File: src/rtl/serial_subtractor.sv
// serial_subtractor: bit-serial unsigned subtractor, diff = a - b.
// One full-subtractor slice plus a borrow flop processes one bit per clock,
// LSB first. Operands are taken on a start handshake in IDLE. The result
// ports are a registered copy loaded only when the last bit is formed, so
// partially shifted values never show up on diff/borrow.
module serial_subtractor #(
    parameter int WIDTH = 8
) (
    input  logic             clk,
    input  logic             rst,
    input  logic             start,
    input  logic [WIDTH-1:0] a,
    input  logic [WIDTH-1:0] b,
    output logic             busy,
    output logic             done,
    output logic [WIDTH-1:0] diff,
    output logic             borrow
);

    // Bit counter wide enough to count 0..WIDTH-1.
    localparam int CNT_W = (WIDTH > 1) ? $clog2(WIDTH) : 1;
    localparam logic [CNT_W-1:0] CNT_LAST = CNT_W'(WIDTH - 1);
    localparam logic [CNT_W-1:0] CNT_ONE  = CNT_W'(1);

    typedef enum logic [1:0] {
        IDLE  = 2'd0,
        SHIFT = 2'd1,
        DONE  = 2'd2
    } state_t;

    state_t           state_reg,  state_next;
    logic [WIDTH-1:0] a_sr_reg,   a_sr_next;
    logic [WIDTH-1:0] b_sr_reg,   b_sr_next;
    logic [WIDTH-1:0] d_sr_reg,   d_sr_next;
    logic             br_reg,     br_next;
    logic [CNT_W-1:0] cnt_reg,    cnt_next;
    logic [WIDTH-1:0] diff_reg,   diff_next;
    logic             borrow_reg, borrow_next;

    // Bit-slice signals for the current LSB pair.
    logic slice_x;
    logic slice_y;
    logic slice_d;
    logic slice_bo;

    // Full-subtractor slice: difference and borrow-out of x - y - borrow-in.
    always_comb begin
        slice_x  = a_sr_reg[0];
        slice_y  = b_sr_reg[0];
        slice_d  = slice_x ^ slice_y ^ br_reg;
        slice_bo = (~slice_x & slice_y) | (~(slice_x ^ slice_y) & br_reg);
    end

    // Next-state and datapath update; everything holds unless the state says otherwise.
    always_comb begin
        state_next  = state_reg;
        a_sr_next   = a_sr_reg;
        b_sr_next   = b_sr_reg;
        d_sr_next   = d_sr_reg;
        br_next     = br_reg;
        cnt_next    = cnt_reg;
        diff_next   = diff_reg;
        borrow_next = borrow_reg;

        case (state_reg)
            IDLE: begin
                if (start) begin
                    a_sr_next  = a;
                    b_sr_next  = b;
                    br_next    = 1'b0;
                    cnt_next   = '0;
                    state_next = SHIFT;
                end
            end

            SHIFT: begin
                br_next   = slice_bo;
                d_sr_next = {slice_d, d_sr_reg[WIDTH-1:1]};
                a_sr_next = {1'b0, a_sr_reg[WIDTH-1:1]};
                b_sr_next = {1'b0, b_sr_reg[WIDTH-1:1]};
                cnt_next  = cnt_reg + CNT_ONE;
                if (cnt_reg == CNT_LAST) begin
                    // Last bit: publish the completed result as we enter DONE.
                    state_next  = DONE;
                    diff_next   = {slice_d, d_sr_reg[WIDTH-1:1]};
                    borrow_next = slice_bo;
                end
            end

            DONE: begin
                state_next = IDLE;
            end

            default: begin
                state_next = IDLE;
            end
        endcase
    end

    // State and datapath registers; reset aborts any operation at once.
    always_ff @(posedge clk or posedge rst) begin
        if (rst) begin
            state_reg  <= IDLE;
            a_sr_reg   <= '0;
            b_sr_reg   <= '0;
            d_sr_reg   <= '0;
            br_reg     <= 1'b0;
            cnt_reg    <= '0;
            diff_reg   <= '0;
            borrow_reg <= 1'b0;
        end else begin
            state_reg  <= state_next;
            a_sr_reg   <= a_sr_next;
            b_sr_reg   <= b_sr_next;
            d_sr_reg   <= d_sr_next;
            br_reg     <= br_next;
            cnt_reg    <= cnt_next;
            diff_reg   <= diff_next;
            borrow_reg <= borrow_next;
        end
    end

    // Status is decoded straight from the state so reset clears it immediately.
    assign busy   = (state_reg == SHIFT) || (state_reg == DONE);
    assign done   = (state_reg == DONE);
    assign diff   = diff_reg;
    assign borrow = borrow_reg;

endmodule
File: config.mk
export PLATFORM = sky130hd
export DESIGN_NAME = serial_subtractor
export DESIGN_NICKNAME = d
export VERILOG_FILES = /design/src/rtl/serial_subtractor.sv
export SDC_FILE = /design/constraint.sdc
export NUM_CORES = 1
export LEC_CHECK = 0
export CAP_MARGIN = 20
export CORE_MARGIN = 2
export CORE_UTILIZATION = 43
export DETAILED_ROUTE_END_ITERATION = 12
export PLACE_DENSITY = 0.77
export SYNTH_ARGS = -nofsm -noshare
export SYNTH_HDL_FRONTEND = slang
export SYNTH_SLANG_ARGS = --single-unit
File: constraint.sdc
create_clock -name clk -period 1.8 [get_ports clk]
set_input_delay 0.27 -clock clk [delete_from_list [all_inputs] [get_ports clk]]
set_output_delay 0.27 -clock clk [all_outputs]
set_load 0.05 [all_outputs]
==> results.ini <==
[pwr]
p_per_area_nw_per_um2 = 1810
cellLeakagePower_nw = 1.07
ir_worst_vdd_v = 0.00103

[clock_tree]
clkTransAtPathRegs_ns = 0.08
cts_buffers = 5
clk_latency_ns = 0.30
cts_hold_buf = 0
post-cts-setup-buffers = 0
root_buffer = clkbuf_8
cts_resized = 0
tritoncts = built
clock_path_buffers = 2
htreeDepth = 2
clock-sinks = 38

[timing]
final.setup.tns_ns = 0
rsz0062_at_grt = no
clock_skew_ns = 0.00703
slew_violations = 0
finalWorstSetupSlack_ns = 0.0776
relSlewSlack_pct = 66.6
layout_min_cycle_time_ns = 1.72
worst_slew_pin_slew_ns = 0.499
finalSetupViolCount = 0
timing.fmax_ghz = 0.581
finalHoldViolCount = 0
finalCritPeriodShare_pct = 95.7

[drt]
vias = 1311
drc = 0
first_pass_iters = 5
first_iter_violations = 63
drtAntennaViolNets = 0
vias_per_cell = 5.42
routed_wl_um = 3580
wl_per_cell_um = 14.8

[critical_path]
critical-path-top-delay-family = buffers and inverters
cp_slowest_cell = clkdlybuf4s50_1
critPathKind = flip-flop to primary output
path_cells = clkdlybuf4s50_1
critPathRequiredTime_ns = 1.53
critPathArrivalTime_ns = 1.45
crit_path_end_kind = primary output
startpoint_type = flip-flop
crit_path_max_incr_delay_ns = 0.80
path_buf_inv = 1
rrSetupSlack_ns = 0.15
path_max_fanout = 2

[synth]
synth_area_um2 = 1870
synth-seq-area-share_pct = 50.9
synthTopCellsByArea = dfrtp_1 (51%), mux2_2 (9.0%), a221oi_2 (6.4%), o22ai_1 (4.4%), inv_1 (4.0%)
netlist-cell-type-count = 26
synth_top_cell_area_share_pct = 50.9
synth.largest_area_cell = dfrtp_1
yosys_register_bits = 38
ys_warn_count = 0
syn_nets = 182
synth_area_per_cell_um2 = 11.9
synthesis.instances = 157

[grt]
grt_pass1_wl_um = 6530
grt.total_usage_pct = 16.9
antenna_found_initial = 0
grt_max_degree = 39
overflow = 0
grt_pass1_vias = 1342

[place]
placed_cells = 234
place_ws_ns = 0.0301
hpwl_um = 2440
gp_congestion = 0.763
io_buffers = 29

[final_layout]
synthToLayoutAreaGrowth_pct = 23.3
num-fill-cells = 357
drive_above_1_share_pct = 26.0
multi_input_area_um2 = 728
num_antenna_cells = 0
final-seq-area_um2 = 951
final_cells = 242
final_nets = 216

[die]
core_area_um2 = 4090
die_h_um = 69.9
std_cell_rows = 23
start_util_pct = 45.7
die-area_um2 = 4890
die_w_um = 69.9
pin_count = 30

[run_status]
outcome = complete, no violations

[run]
max-cap-violations = 0

[min_path]
hp-class = primary input to asynchronous set/reset pin

per-stage QoR:
| stage | instance area [um^2] | hold slack (ns) | power [mW] | util, % |
|---|---|---|---|---|
| finish | 2300 | 0.375 | 4.17 | 56.4 |
| global route | 2300 | 0.427 | 4.47 | 56.4 |
| CTS | 2300 | 0.391 | 4.18 | 56.2 |
| detailed placement | 2180 | 0.474 | 3.44 | 53.4 |
| global placement | 2180 | 0.463 | 3.37 | 53.4 |
| floorplan | 1870 | 0.447 | 3.02 | - |
area by class of cell:
cell class	count	share of cell area [%]
well taps	50	2.72
clock inverters	3	1.96
flip-flops and latches	38	41.3
clock buffers	5	2.99
repair buffers	37	16.2
inverters	20	3.26
multi-input cells	89	31.6
cells by family (layout without fill, tap and decap cells):
family | after synthesis | count (layout) | share of synthesized area [%]
multiplexers | 16 | 16 | 9.58
flip-flops | 38 | 38 | 50.9
adder cells (fa/ha/maj) | 6 | 6 | 4.42
AO/OA/AOI/OAI | 40 | 40 | 17.7
buffers and inverters | 30 | 65 | 10.4
AND/OR/NAND/NOR | 27 | 27 | 6.97
path summary, 6_finish.rpt:
kind	to	from	depth (start not counted)
worst min-delay path	diff[6]	rst	3
max in group asynchronous	state_reg[0]	rst	3
worst min register to register	br_reg	br_reg	2
min in group clk	br_reg	br_reg	2
worst max register to register	diff[0]	cnt_reg[0]	4
worst max-delay path	diff[6]	diff[6]	1
routing by layer:
| layer | wire (um) | vias up | global-route usage (%) |
|---|---|---|---|
| met2 | 1700 | 27 | 26.6 |
| met4 | 62 | 0 | 5.77 |
| met5 | 0 | - | 0 |
| met3 | 130 | 6 | 4.47 |
| met1 | 1690 | 651 | 22.6 |
| li1 | - | 627 | - |
tightest hold or removal path, cell delays in order:
cell             delay, ns
clkdlybuf4s50_1       0.39
inv_1                 0.05
buf_4                 0.40
report_power, final:
group	leakage [nW]	internal (mW)	total [mW]	switching [mW]
Clock	0.0504	0.412	0.730	0.318
Sequential	0.462	1.22	1.45	0.231
Combinational	0.555	0.894	1.99	1.10
cells in the mapped netlist:
master,n
clkbuf_8,4
nand2b_1,2
nor3_1,1
a21oi_1,6
mux2i_1,1
and3b_2,1
buf_6,3
mux2_2,15
a221oi_2,8
fa_1,1
inv_1,20
nand2_1,6
and2_4,1
a221oi_1,5
nand3b_1,1
and3_2,2
buf_12,1
o21ai_0,5
o221a_2,1
buf_2,1
clkbuf_2,1
o22ai_1,13
nor2_1,13
a22o_2,2
ha_1,5
dfrtp_1,38
cell usage in the layout, fill, tap and decap left out, types with 4 or more instances in the layout:
master,n
a221oi_2,8
a21oi_1,6
clkbuf_8,5
o21ai_0,5
nand2_1,5
o22ai_1,13
clkdlybuf4s50_1,26
inv_1,20
mux2_2,15
dfrtp_1,38
ha_1,4
a221oi_1,5
nor2_1,13
buf_4,8
No activity file was read; power rests on OpenSTA's default activity.
